**config.mk**
```make
export PLATFORM = sky130hd
export DESIGN_NAME = cordic_peak_detector
export DESIGN_NICKNAME = d
export VERILOG_FILES = /design/src/rtl/cordic_peak_detector_pkg.sv /design/src/rtl/cordic_peak_detector_tracker.sv /design/src/rtl/cordic_peak_detector.sv
export SDC_FILE = /design/constraint.sdc
export NUM_CORES = 1
export LEC_CHECK = 0
export ABC_AREA = 1
export CORE_UTILIZATION = 58
export DETAILED_ROUTE_END_ITERATION = 8
export PLACE_DENSITY = 0.82
export SKIP_CTS_REPAIR_TIMING = 1
export SKIP_LAST_GASP = 1
export SYNTH_ARGS = -nofsm -noshare
export SYNTH_HDL_FRONTEND = slang
export SYNTH_SLANG_ARGS = --single-unit
```
**constraint.sdc**
```tcl
create_clock -name s00_axis_aclk -period 4.2 [get_ports s00_axis_aclk]
set_clock_uncertainty 0.2 [all_clocks]
set_input_delay 0.84 -clock s00_axis_aclk [delete_from_list [all_inputs] [get_ports s00_axis_aclk]]
set_output_delay 0.84 -clock s00_axis_aclk [all_outputs]
set_load 0.02 [all_outputs]
```
**src/rtl/cordic_peak_detector_pkg.sv**
```systemverilog
// Shared types and field layout for the CORDIC peak detector.
package cordic_pkg;

  typedef enum logic [1:0] {ACCUM, SEND0, SEND1} state_e;

  localparam int unsigned MAG_MSB   = 31;
  localparam int unsigned MAG_LSB   = 16;
  localparam int unsigned PHASE_MSB = 15;
  localparam int unsigned PHASE_LSB = 0;
  localparam int unsigned MAG_W     = MAG_MSB - MAG_LSB + 1;
  localparam int unsigned PHASE_W   = PHASE_MSB - PHASE_LSB + 1;

  localparam int unsigned SUM_HALF_W    = 16;
  localparam int unsigned CNT_WIDTH_DEF = 16;

  // Beat0: {peak mag, peak phase}; beat1: {frame length, peak index}.
  typedef struct packed {
    logic [SUM_HALF_W-1:0] hi;
    logic [SUM_HALF_W-1:0] lo;
  } summary_t;

endpackage

```
**src/rtl/cordic_peak_detector_tracker.sv**
```systemverilog
// Per-frame peak magnitude/phase/index tracking with a saturating beat counter.
module cordic_peak_tracker
  import cordic_pkg::*;
#(
  parameter int unsigned CNT_WIDTH = CNT_WIDTH_DEF
) (
  input  logic                 clk,
  input  logic                 rst_n,
  input  logic                 sample,
  input  logic                 clear,
  input  logic [MAG_W-1:0]     mag,
  input  logic [PHASE_W-1:0]   phase,
  output logic [MAG_W-1:0]     peak,
  output logic [PHASE_W-1:0]   peak_phase,
  output logic [CNT_WIDTH-1:0] peak_idx,
  output logic [CNT_WIDTH-1:0] count,
  output logic [MAG_W-1:0]     peak_nxt_c,
  output logic [PHASE_W-1:0]   phase_nxt_c
);

  localparam logic [CNT_WIDTH-1:0] CNT_MAX = '1;

  logic load_c;

  // Strict compare keeps the first of equal magnitudes.
  assign load_c      = sample && ((count == CNT_WIDTH'(0)) || (mag > peak));
  assign peak_nxt_c  = load_c ? mag : peak;
  assign phase_nxt_c = load_c ? phase : peak_phase;

  always_ff @(posedge clk or negedge rst_n) begin
    if (!rst_n) begin
      peak       <= '0;
      peak_phase <= '0;
      peak_idx   <= '0;
      count      <= '0;
    end else if (clear) begin
      peak       <= '0;
      peak_phase <= '0;
      peak_idx   <= '0;
      count      <= '0;
    end else if (sample) begin
      if (load_c) begin
        peak       <= mag;
        peak_phase <= phase;
        peak_idx   <= count;
      end
      if (count != CNT_MAX) count <= count + CNT_WIDTH'(1);
    end
  end

endmodule

```
**src/rtl/cordic_peak_detector.sv**
```systemverilog
// Consumes CORDIC {mag, phase} frames and emits a two-beat peak summary per frame.
module cordic_peak_detector
  import cordic_pkg::*;
#(
  parameter int unsigned C_S00_AXIS_TDATA_WIDTH = 32,
  parameter int unsigned C_M00_AXIS_TDATA_WIDTH = 32,
  parameter int unsigned CNT_WIDTH              = CNT_WIDTH_DEF
) (
  input  logic                                s00_axis_aclk,
  input  logic                                s00_axis_aresetn,
  input  logic                                s00_axis_tvalid,
  input  logic [C_S00_AXIS_TDATA_WIDTH-1:0]   s00_axis_tdata,
  input  logic [C_S00_AXIS_TDATA_WIDTH/8-1:0] s00_axis_tstrb,
  input  logic                                s00_axis_tlast,
  output logic                                s00_axis_tready,
  input  logic                                m00_axis_tready,
  output logic                                m00_axis_tvalid,
  output logic [C_M00_AXIS_TDATA_WIDTH-1:0]   m00_axis_tdata,
  output logic [C_M00_AXIS_TDATA_WIDTH/8-1:0] m00_axis_tstrb,
  output logic                                m00_axis_tlast
);

  state_e                 state, state_nxt;
  summary_t               tdata_q, tdata_nxt;
  logic                   tvalid_nxt, tlast_nxt, tready_nxt;
  logic                   beat_c, clear_c;
  logic [MAG_W-1:0]       peak, peak_nxt_c;
  logic [PHASE_W-1:0]     peak_phase, phase_nxt_c;
  logic [CNT_WIDTH-1:0]   peak_idx, count;
  logic                   unused_strb;

  assign unused_strb = ^s00_axis_tstrb;
  assign beat_c      = s00_axis_tvalid && s00_axis_tready;

  cordic_peak_tracker #(.CNT_WIDTH(CNT_WIDTH)) u_tracker (
    .clk         (s00_axis_aclk),
    .rst_n       (s00_axis_aresetn),
    .sample      (beat_c),
    .clear       (clear_c),
    .mag         (s00_axis_tdata[MAG_MSB:MAG_LSB]),
    .phase       (s00_axis_tdata[PHASE_MSB:PHASE_LSB]),
    .peak        (peak),
    .peak_phase  (peak_phase),
    .peak_idx    (peak_idx),
    .count       (count),
    .peak_nxt_c  (peak_nxt_c),
    .phase_nxt_c (phase_nxt_c)
  );

  // Beat0 is built from the tracker's next values so the tlast beat is included.
  always_comb begin
    state_nxt  = state;
    tvalid_nxt = m00_axis_tvalid;
    tlast_nxt  = m00_axis_tlast;
    tdata_nxt  = tdata_q;
    clear_c    = 1'b0;
    case (state)
      ACCUM: begin
        if (beat_c && s00_axis_tlast) begin
          state_nxt  = SEND0;
          tvalid_nxt = 1'b1;
          tlast_nxt  = 1'b0;
          tdata_nxt  = '{hi: SUM_HALF_W'(peak_nxt_c), lo: SUM_HALF_W'(phase_nxt_c)};
        end
      end
      SEND0: begin
        if (m00_axis_tready) begin
          state_nxt = SEND1;
          tlast_nxt = 1'b1;
          tdata_nxt = '{hi: SUM_HALF_W'(count), lo: SUM_HALF_W'(peak_idx)};
        end
      end
      SEND1: begin
        if (m00_axis_tready) begin
          state_nxt  = ACCUM;
          tvalid_nxt = 1'b0;
          tlast_nxt  = 1'b0;
          clear_c    = 1'b1;
        end
      end
      default: state_nxt = ACCUM;
    endcase
    tready_nxt = (state_nxt == ACCUM);
  end

  always_ff @(posedge s00_axis_aclk or negedge s00_axis_aresetn) begin
    if (!s00_axis_aresetn) begin
      state           <= ACCUM;
      s00_axis_tready <= 1'b0;
      m00_axis_tvalid <= 1'b0;
      m00_axis_tlast  <= 1'b0;
      tdata_q         <= '0;
    end else begin
      state           <= state_nxt;
      s00_axis_tready <= tready_nxt;
      m00_axis_tvalid <= tvalid_nxt;
      m00_axis_tlast  <= tlast_nxt;
      tdata_q         <= tdata_nxt;
    end
  end

  assign m00_axis_tdata = tdata_q;
  assign m00_axis_tstrb = '1;

endmodule

```
======== Word-level counts from Yosys, hierarchy flattened ========
Index checks and enable logic that the tools add are counted.
word-level totals
  flip-flop bits (word level) ............. 101
  bits in latches ......................... 0
  memory bits (writable) .................. 0
  bits in read-only memories .............. 0
  memories ................................ 0
cells by class
  $add $sub $neg .......................... 1
  multipliers ............................. 0
  div/mod/pow operators ................... 0
  order comparisons ....................... 1
  equal/unequal tests ..................... 6
  shift-type cells ........................ 0
  multiplexer cells ....................... 27
  bitwise operators ....................... 0
  reductions and logical operators ........ 18
operators by type and width
  cell                                                  number
  two-way mux 16 bit                                    12
  two-way mux 32 bit                                    2
  one-hot mux 32 bit (2 select lines)                   1
  adder 16 x 1 -> 16 bit (second input constant)        1
  > comparator 16 bit                                   1
  zero test 16 bit                                      1
  != test 16 bit (second input constant)                1
  nonzero test 2 bit                                    5
  two-way mux 1 bit                                     6
  two-way mux 2 bit                                     3
  != test 2 bit (second input constant)                 3
  one-hot mux 2 bit (3 select lines)                    1
  AND reduction 3 bit                                   2
  zero test 2 bit                                       2
  AND reduction 2 bit                                   2
  AND reduction 4 bit                                   1
  logical AND 1 bit                                     3
  one-hot mux 1 bit (3 select lines)                    1
  nonzero test 3 bit                                    1
  equality test 2 x 1 -> 1 bit (second input constant)  1
  equality test 2 bit (second input constant)           1
  one-hot mux 1 bit (2 select lines)                    1
  logical OR 1 bit                                      1

======== Logic depth before layout (Yosys ltp) ========
Gate-level depths: netlist (run 1).
  word-level depth ........................ 6
  gate-level depth with buffers ........... 19
  gate-level depth less buffers ........... 18

======== Hierarchy ========
From an unflattened synthesis (run 1), not the netlist that was laid out.
second synthesis, totals
  cells, all modules ...................... 814
  area, all modules ....................... 5908.2 µm²
by module, submodules not included
  module                times used  cells each  area each (µm²)  sequential area each (µm²)
  cordic_peak_tracker   1           536         3893.7           1601.5
  cordic_peak_detector  1           278         2014.4           925.9

======== Worst setup path after synthesis (run 1) ========
Ideal clock, no wire load.
  path type ............................... input -> register
  start ................................... input s00_axis_tdata[31]
  end ..................................... register tdata_q (netlist bit m00_axis_tdata[0])
  data arrival time ....................... 2.126 ns
  path slack .............................. 1.758 ns
  cell stages on the path ................. 13
  buffers on the path ..................... 1
  cells stage by stage .................... ha_1 > nand2_1 > nor3_2 > nand2_1 > nand2_1 > nand2_1 > nand2_2 > nand2_4 > buf_6 > nand2_1 > nand3_1 > nand2_1 > nand2_1
between the ends
  longest elaborated chain between the ends .. 6
ends and longest elaborated chain
  element                              RTL line                            RTL
  start, declared                      cordic_peak_detector.sv:12          input logic [C_S00_AXIS_TDATA_WIDTH-1:0] s00_axis_tdata,
  > comparator 16 bit                  cordic_peak_detector_tracker.sv:26  assign load_c = sample && ((count == CNT_WIDTH'(0)) || (mag > peak));
  logical OR 1 bit                     cordic_peak_detector_tracker.sv:26
  logical AND 1 bit                    cordic_peak_detector_tracker.sv:26
  two-way mux 16 bit                   cordic_peak_detector_tracker.sv:28  assign phase_nxt_c = load_c ? phase : peak_phase;
  two-way mux 32 bit                   cordic_peak_detector.sv:59          if (beat_c && s00_axis_tlast) begin
  one-hot mux 32 bit (2 select lines)  cordic_peak_detector.sv:57          case (state)
  end signal, assigned                 cordic_peak_detector.sv:98          tdata_q <= tdata_nxt;
  end, declared                        cordic_peak_detector.sv:24          summary_t tdata_q, tdata_nxt;
Every way passes these cells. The select of a mux whose other input is x is not followed.
A chain may end at the register's enable or synchronous reset.

======== Worst setup path after layout (run 1) ========
  start ................................... input s00_axis_tdata[23]
  end ..................................... register u_tracker.peak_idx[1]
between the ends
  longest elaborated chain between the ends .. 5
ends and longest elaborated chain
  element                        RTL line                            RTL
  > comparator 16 bit            cordic_peak_detector_tracker.sv:26
  logical OR 1 bit               cordic_peak_detector_tracker.sv:26
  logical AND 1 bit              cordic_peak_detector_tracker.sv:26
  nonzero test 2 bit (no line)   --
  AND reduction 2 bit (no line)  --
  end signal, assigned           cordic_peak_detector_tracker.sv:45  peak_idx <= count;
  end, declared                  cordic_peak_detector_tracker.sv:15  output logic [CNT_WIDTH-1:0] peak_idx,
Every way passes these cells.

==> impl_metrics.env, run 1 <==
export IMPL_outcome="complete, no violations"
export IMPL_synth_fa_ha_area_frac=0.0432
export IMPL_mostFrequentLayoutCells="176 x nand2_1, 101 x dfrtp_1, 82 x nand3_1"
export IMPL_worst_r2r_path_depth=10
export IMPL_synth_top_family_by_area="simple AND/OR/NAND/NOR gates"
export IMPL_drive_gt1_frac=0.0728
export IMPL_wl_met2_um=6410
export IMPL_dpl_hpwl_um=8800
export IMPL_syn2layout_area_growth_pct=17.7
export IMPL_synth_area_um2=5220
export IMPL_ir_drop_mv=0.388
export IMPL_gp_congestion=0.886
export IMPL_yosys_area_top_type="dfrtp_1"
export IMPL_antennaDiodeCount=0
export IMPL_die_area_um2=9380
export IMPL_wl_per_cell_um=16.1
export IMPL_switching_share=0.454
export IMPL_p_int_mw=2.43
export IMPL_synth_top_cell_area_share=0.484
export IMPL_syn_mean_instance_area_um2=8.20
export IMPL_pwr_share_seq=0.355
export IMPL_drt_initial_drc_count=328
export IMPL_setup_viol=0
export IMPL_critPathMaxFanout=33
export IMPL_synth_simple_gate_area_frac=0.260
export IMPL_ant_nets=0
export IMPL_dp_slack_ns=0.759
export IMPL_die_x_um=96.8
export IMPL_dr_pass1_iters=6
export IMPL_fmax_mhz=323
export IMPL_nets=755
export IMPL_drv_cap=0
export IMPL_yosysWarnings=0
export IMPL_cts_made_buffers=9
export IMPL_worstHoldStart="m00_axis_tdata[12]$_DFFE_PN0P_"
export IMPL_h_tree_depth=3
export IMPL_wl_met3_um=628
export IMPL_p_clk_frac=0.135
export IMPL_cp_start_kind="input pin"
export IMPL_hold_end="m00_axis_tdata[12]$_DFFE_PN0P_"
export IMPL_core_area_um2=8720
export IMPL_ios=80
export IMPL_wl_um=13000
export IMPL_clockBufferDepth=2
export IMPL_wl_met1_um=5830
export IMPL_rsz0062_at_grt="no"
export IMPL_placed_area_um2=5950
export IMPL_power_frac_comb=0.510
export IMPL_grt_max_degree=69
export IMPL_synth_area_mux_share=0
export IMPL_setup_tns_ns=0
export IMPL_worst_hold_path_type="flop to flop"
export IMPL_clkTransAtPathRegs_ns=0.11
export IMPL_grt_total_usage=0.289
export IMPL_grt_pass1_vias=4474
export IMPL_cts_sinks=101
export IMPL_hold_depth=2
export IMPL_start_util=0.598
export IMPL_fin_hold_ws_ns=0.286
export IMPL_ys_flop_type="dfrtp_1"
export IMPL_rows=34
export IMPL_cp_arrival_ns=3.18
export IMPL_final_common_cell="nand2_1"
export IMPL_synth_xor_area_frac=0.0134
export IMPL_reg2reg_setup_slack_ns=1.58
export IMPL_reg2reg_to="m00_axis_tdata[28]$_DFFE_PN0P_"
export IMPL_power_density_nw_per_um2=726
export IMPL_yosys_register_bits=101
export IMPL_drc=0
export IMPL_synth_edff_count=0
export IMPL_path_class="input pin to flop"
export IMPL_postLayoutSetupSlackWorst_ns=1.10
export IMPL_viasPerCell=5.67
export IMPL_period_needed_ns=3.10
export IMPL_portBuffers=71
export IMPL_clk_latency_ns=0.37
export IMPL_yosysSeqAreaShare=0.484
export IMPL_synthArstFlopShare=1.00
export IMPL_end_kind="flop"
export IMPL_overflow=0
export IMPL_antenna_found_initial=0
export IMPL_final_area_um2=6140
export IMPL_slew_headroom=0.431
export IMPL_switching_power_mw=2.02
export IMPL_total_leakage_power_nw=2.99
export IMPL_ys_top_cells_by_area="dfrtp_1 48%, nand2_1 13%, nand3_1 7.9%, a21oi_1 6.9%, ha_1 4.3%"
export IMPL_clockRootBuffer="clkbuf_8"
export IMPL_syn_inst=636
export IMPL_cts_tree="done"
export IMPL_required_ns=4.28
export IMPL_worst_slew_pin_slew_ns=0.854
export IMPL_finalMaxSlewViolations=0
export IMPL_die_height_um=96.8
export IMPL_hold_viol_final=0
export IMPL_synthDistinctLibCells=31
export IMPL_synth_compound_area_frac=0.115
export IMPL_num_vias=4586
export IMPL_r2r_start="state[0]$_DFF_PN0_"
export IMPL_period_share=0.738
export IMPL_p_total_mw=4.46
export IMPL_highest_layer="met4"
export IMPL_grt_pass1_wl_um=21700
export IMPL_nFillCells=704
## metal layers
metal  global-route usage  up-vias
met5                    0        -
met4               0.0827        0
met3               0.0412       15
met2                0.475      145
met1                0.400     2223
li1                     -     2203
## cell usage after synthesis (3+ instances only)
cell / instances
nand2_1: 176
dfrtp_1: 101
nand3_1: 82
a21oi_1: 72
inv_1: 58
clkbuf_1: 20
nor2_1: 20
ha_1: 18
o22ai_1: 16
buf_4: 9
xor2_1: 8
nor3_1: 7
o31ai_1: 6
inv_2: 5
o21ai_2: 5
buf_6: 4
nand4_1: 4
nor4_1: 4
o21ai_0: 4
nand2_2: 3
nand4_2: 3
## worst max-delay path by stage
stage | depth (start not counted) | to | slack [ns] | startpoint
final | 13 | u_tracker.peak_idx[1]$_DFFE_PN0P_ | 1.10 | s00_axis_tdata[23]
after global routing | 11 | u_tracker.peak_idx[5]$_DFFE_PN0P_ | 0.95 | s00_axis_tdata[31]
after CTS | 13 | u_tracker.peak_idx[2]$_DFFE_PN0P_ | 1.13 | s00_axis_tdata[23]
after detailed placement | 13 | u_tracker.peak_idx[2]$_DFFE_PN0P_ | 0.76 | s00_axis_tdata[23]
after global placement | 13 | u_tracker.peak_idx[0]$_DFFE_PN0P_ | 0.85 | s00_axis_tdata[23]
after floorplan | 13 | m00_axis_tdata[0]$_DFFE_PN0P_ | 1.76 | s00_axis_tdata[31]
## power groups by stage
stage	combinational (mW)	clock, mW	sequential, mW
2_1_floorplan	1.39	0	1.74
3_3_place_gp	2.17	0	1.58
3_5_place_dp	2.25	0	1.60
4_1_cts	2.27	0.609	1.58
5_1_grt	2.50	0.645	1.62
6_report	2.27	0.602	1.58
## stage by stage
stage / cells / utilization
global placement: 793 / 0.682
CTS: 809 / 0.704
global route: 809 / 0.704
finish: 809 / 0.704
detailed placement: 793 / 0.682
floorplan: 639 / -
## worst max-delay path, stage by stage
cell and delay (ns):
clkdlybuf4s50_1 0.43, ha_1 0.32, nand2_1 0.08, nor2_1 0.19, nand2_1 0.08, nand2_1 0.05
nand2_1 0.04, nand2_1 0.05, nand2_1 0.05, nand2_2 0.08, buf_4 0.38, nand2_2 0.31
o22ai_1 0.25
## layout make-up
cell class / count / area [um^2] / area share
Clock buffer: 10 / 138 / 0.0224
Inverter: 64 / 243 / 0.0395
Multi-Input combinational cell: 440 / 2270 / 0.369
Timing Repair Buffer: 80 / 776 / 0.126
Clock inverter: 6 / 53.8 / 0.00876
Sequential cell: 101 / 2530 / 0.412
Tap cell: 108 / 135 / 0.0220
## state kept, by name, indices dropped and copies added, names as in the netlist
name / count
u_tracker.peak: 16
m00_axis_tvalid: 1
state: 2
u_tracker.peak_phase: 16
m00_axis_tdata: 32
m00_axis_tlast: 1
u_tracker.peak_idx: 16
u_tracker.count: 16
s00_axis_tready: 1
## kinds of logic (layout without fill, tap and decap cells)
logic type | count (synthesis) | after routing
other cells | 1 | 4
simple gates | 305 | 305
xor+xnor | 8 | 8
fa+ha+maj | 18 | 18
buf+inv | 98 | 160
compound gates | 105 | 105
flops | 101 | 101
(Power assumes the default switching activity.)
==> inputs of run 2 (changes only) <==
CORE_UTILIZATION = 49   (was 58)
PLACE_DENSITY = 0.73   (was 0.82)
clock period = 2.56 ns   (was 4.2 ns; I/O delays follow)
==> run 2 against run 1 <==
Compared with the run above:
- power up 71%
- clock-buffer cell count down 1
- setup slack worse by 0.95 ns
- hold slack better by 0.0062 ns
- clock power up 66%
- critical path type unchanged
- critical endpoint is now m00_axis_tdata[22]$_DFFE_PN0P_
==> impl_metrics.env, run 2 (synthesis gave the netlist of run 1 again) <==
export IMPL_outcome="complete, no violations"
export IMPL_crit_end="m00_axis_tdata[22]$_DFFE_PN0P_"
export IMPL_nets=780
export IMPL_power_density_nw_per_um2=1170
export IMPL_cts_tree="done"
export IMPL_period_share=0.941
export IMPL_grt_total_usage=0.260
export IMPL_rsz0062_at_grt="no"
export IMPL_clockBufferDepth=2
export IMPL_cp_arrival_ns=2.48
export IMPL_setup_tns_ns=0
export IMPL_setup_viol=0
export IMPL_p_total_mw=7.60
export IMPL_slowest_stage="clkdlybuf4s50_1"
export IMPL_drv_cap=0
export IMPL_p_int_mw=4.19
export IMPL_dr_pass1_iters=4
export IMPL_pwr_share_seq=0.343
export IMPL_worst_r2r_path_depth=12
export IMPL_required_ns=2.64
export IMPL_cts_made_buffers=9
export IMPL_crit_family="simple AND/OR/NAND/NOR gates"
export IMPL_finalMaxSlewViolations=0
export IMPL_clkTransAtPathRegs_ns=0.11
export IMPL_rows=37
export IMPL_critPathMaxFanout=22
export IMPL_worst_slew_pin_slew_ns=0.621
export IMPL_ir_drop_mv=0.703
export IMPL_ios=80
export IMPL_reg2reg_to="m00_axis_tdata[22]$_DFFE_PN0P_"
export IMPL_reg2reg_setup_slack_ns=0.34
export IMPL_start_util=0.505
export IMPL_die_area_um2=11100
export IMPL_critPathMostFrequentCell="nand2_1"
export IMPL_die_x_um=105
export IMPL_place_inst=845
export IMPL_gp_congestion=0.890
export IMPL_startpoint="s00_axis_tdata[21]"
export IMPL_drt_initial_drc_count=253
export IMPL_switching_share=0.449
export IMPL_grt_max_degree=65
export IMPL_core_area_um2=10300
export IMPL_antennaDiodeCount=0
export IMPL_syn2layout_area_growth_pct=24.0
export IMPL_slew_headroom=0.582
export IMPL_mostFrequentLayoutCells="175 x nand2_1, 101 x dfrtp_1, 81 x nand3_1"
export IMPL_h_tree_depth=3
export IMPL_cp_start_kind="input pin"
export IMPL_total_leakage_power_nw=3.15
export IMPL_power_frac_comb=0.526
export IMPL_num_vias=4642
export IMPL_overflow=0
export IMPL_grt_pass1_wl_um=22500
export IMPL_fmax_mhz=415
export IMPL_die_height_um=105
export IMPL_path_class="input pin to flop"
export IMPL_hold_viol_final=0
export IMPL_clockRootBuffer="clkbuf_8"
export IMPL_path_cells="clkdlybuf4s50_1 -> ha_4 -> nand2_1 -> nor2_2 -> nand2_1 -> nand2_1 -> nand2_1 -> nand2_1 -> nand2_1 -> nand2_2 -> nand2_4 -> buf_12 -> nand2_1 -> nand3_1 -> nand2_1 -> nand2_1"
export IMPL_max_stage_delay_ns=0.49
export IMPL_final_common_cell="nand2_1"
export IMPL_nFillCells=924
export IMPL_path_buf_inv=2
export IMPL_cts_sinks=101
export IMPL_period_needed_ns=2.41
export IMPL_antenna_found_initial=0
export IMPL_r2r_start="u_tracker.count[0]$_DFFE_PN0P_"
export IMPL_worst_hold_path_type="flop to flop"
export IMPL_portBuffers=71
export IMPL_end_kind="flop"
export IMPL_grt_pass1_vias=4589
export IMPL_ant_nets=0
export IMPL_wl_per_cell_um=15.7
export IMPL_dpl_hpwl_um=9440
export IMPL_wl_um=13500
export IMPL_drive_gt1_frac=0.110
export IMPL_final_core_util=0.627
export IMPL_viasPerCell=5.39
export IMPL_drc=0
export IMPL_stdcell_count=862
export IMPL_p_clk_frac=0.132
export IMPL_largest_register_ff_count=32
export IMPL_switching_power_mw=3.41
export IMPL_clk_latency_ns=0.37
export IMPL_path_depth=16
[run 2: worst min-delay path, cell delays in order (launching register included)]
cell and delay, ns:
dfrtp_1 0.36, nand2_1 0.05, nand2_1 0.06
[run 2: area by class of cell]
cell class / count / area, um^2 / area share
Clock buffer: 9 / 124 / 0.0191
Inverter: 64 / 243 / 0.0375
Sequential cell: 101 / 2530 / 0.391
Multi-Input combinational cell: 440 / 2310 / 0.358
Timing Repair Buffer: 105 / 1030 / 0.159
Tap cell: 136 / 170 / 0.0263
Clock inverter: 7 / 66.3 / 0.0102
[run 2: worst min-delay path by stage]
stage | start | to | slack, ns | cells past startpoint
after floorplan | s00_axis_aresetn | m00_axis_tdata[0]$_DFFE_PN0P_ | 0.02 | 0
after global placement | m00_axis_tdata[30]$_DFFE_PN0P_ | m00_axis_tdata[30]$_DFFE_PN0P_ | 0.26 | 2
after detailed placement | m00_axis_tdata[13]$_DFFE_PN0P_ | m00_axis_tdata[13]$_DFFE_PN0P_ | 0.26 | 2
after CTS | s00_axis_aresetn | u_tracker.peak[6]$_DFFE_PN0P_ | -0.06 | 1
after global routing | m00_axis_tdata[0]$_DFFE_PN0P_ | m00_axis_tdata[0]$_DFFE_PN0P_ | 0.31 | 2
final | m00_axis_tdata[21]$_DFFE_PN0P_ | m00_axis_tdata[21]$_DFFE_PN0P_ | 0.29 | 2
[run 2: power groups by stage]
stage               Sequential [mW]  Combinational, mW  Clock, mW
finish                         2.60               4.00       1.00
global route                   2.67               4.42       1.08
CTS                            2.60               3.94       1.02
detailed placement             2.63               3.92          0
global placement               2.61               3.80          0
floorplan                      2.85               2.28          0
[run 2: per-stage QoR]
| step | hold slack, ns | instance area, um^2 | worst slack, ns |
|---|---|---|---|
| final | 0.293 | 6470 | 0.152 |
| after global placement | 0.263 | 6210 | -0.295 |
| after global routing | 0.311 | 6470 | 0.000883 |
| after CTS | -0.0564 | 6400 | 0.0109 |
| after detailed placement | 0.264 | 6210 | -0.366 |
| after floorplan | 0.0164 | 5230 | 0.446 |
[run 2: per-layer routing]
metal,up-vias,global-route usage,share of wire
li1,2257,-,-
met1,2222,0.361,0.46
met2,148,0.419,0.48
met3,15,0.0356,0.052
met4,0,0.0895,0.013
met5,-,0,0
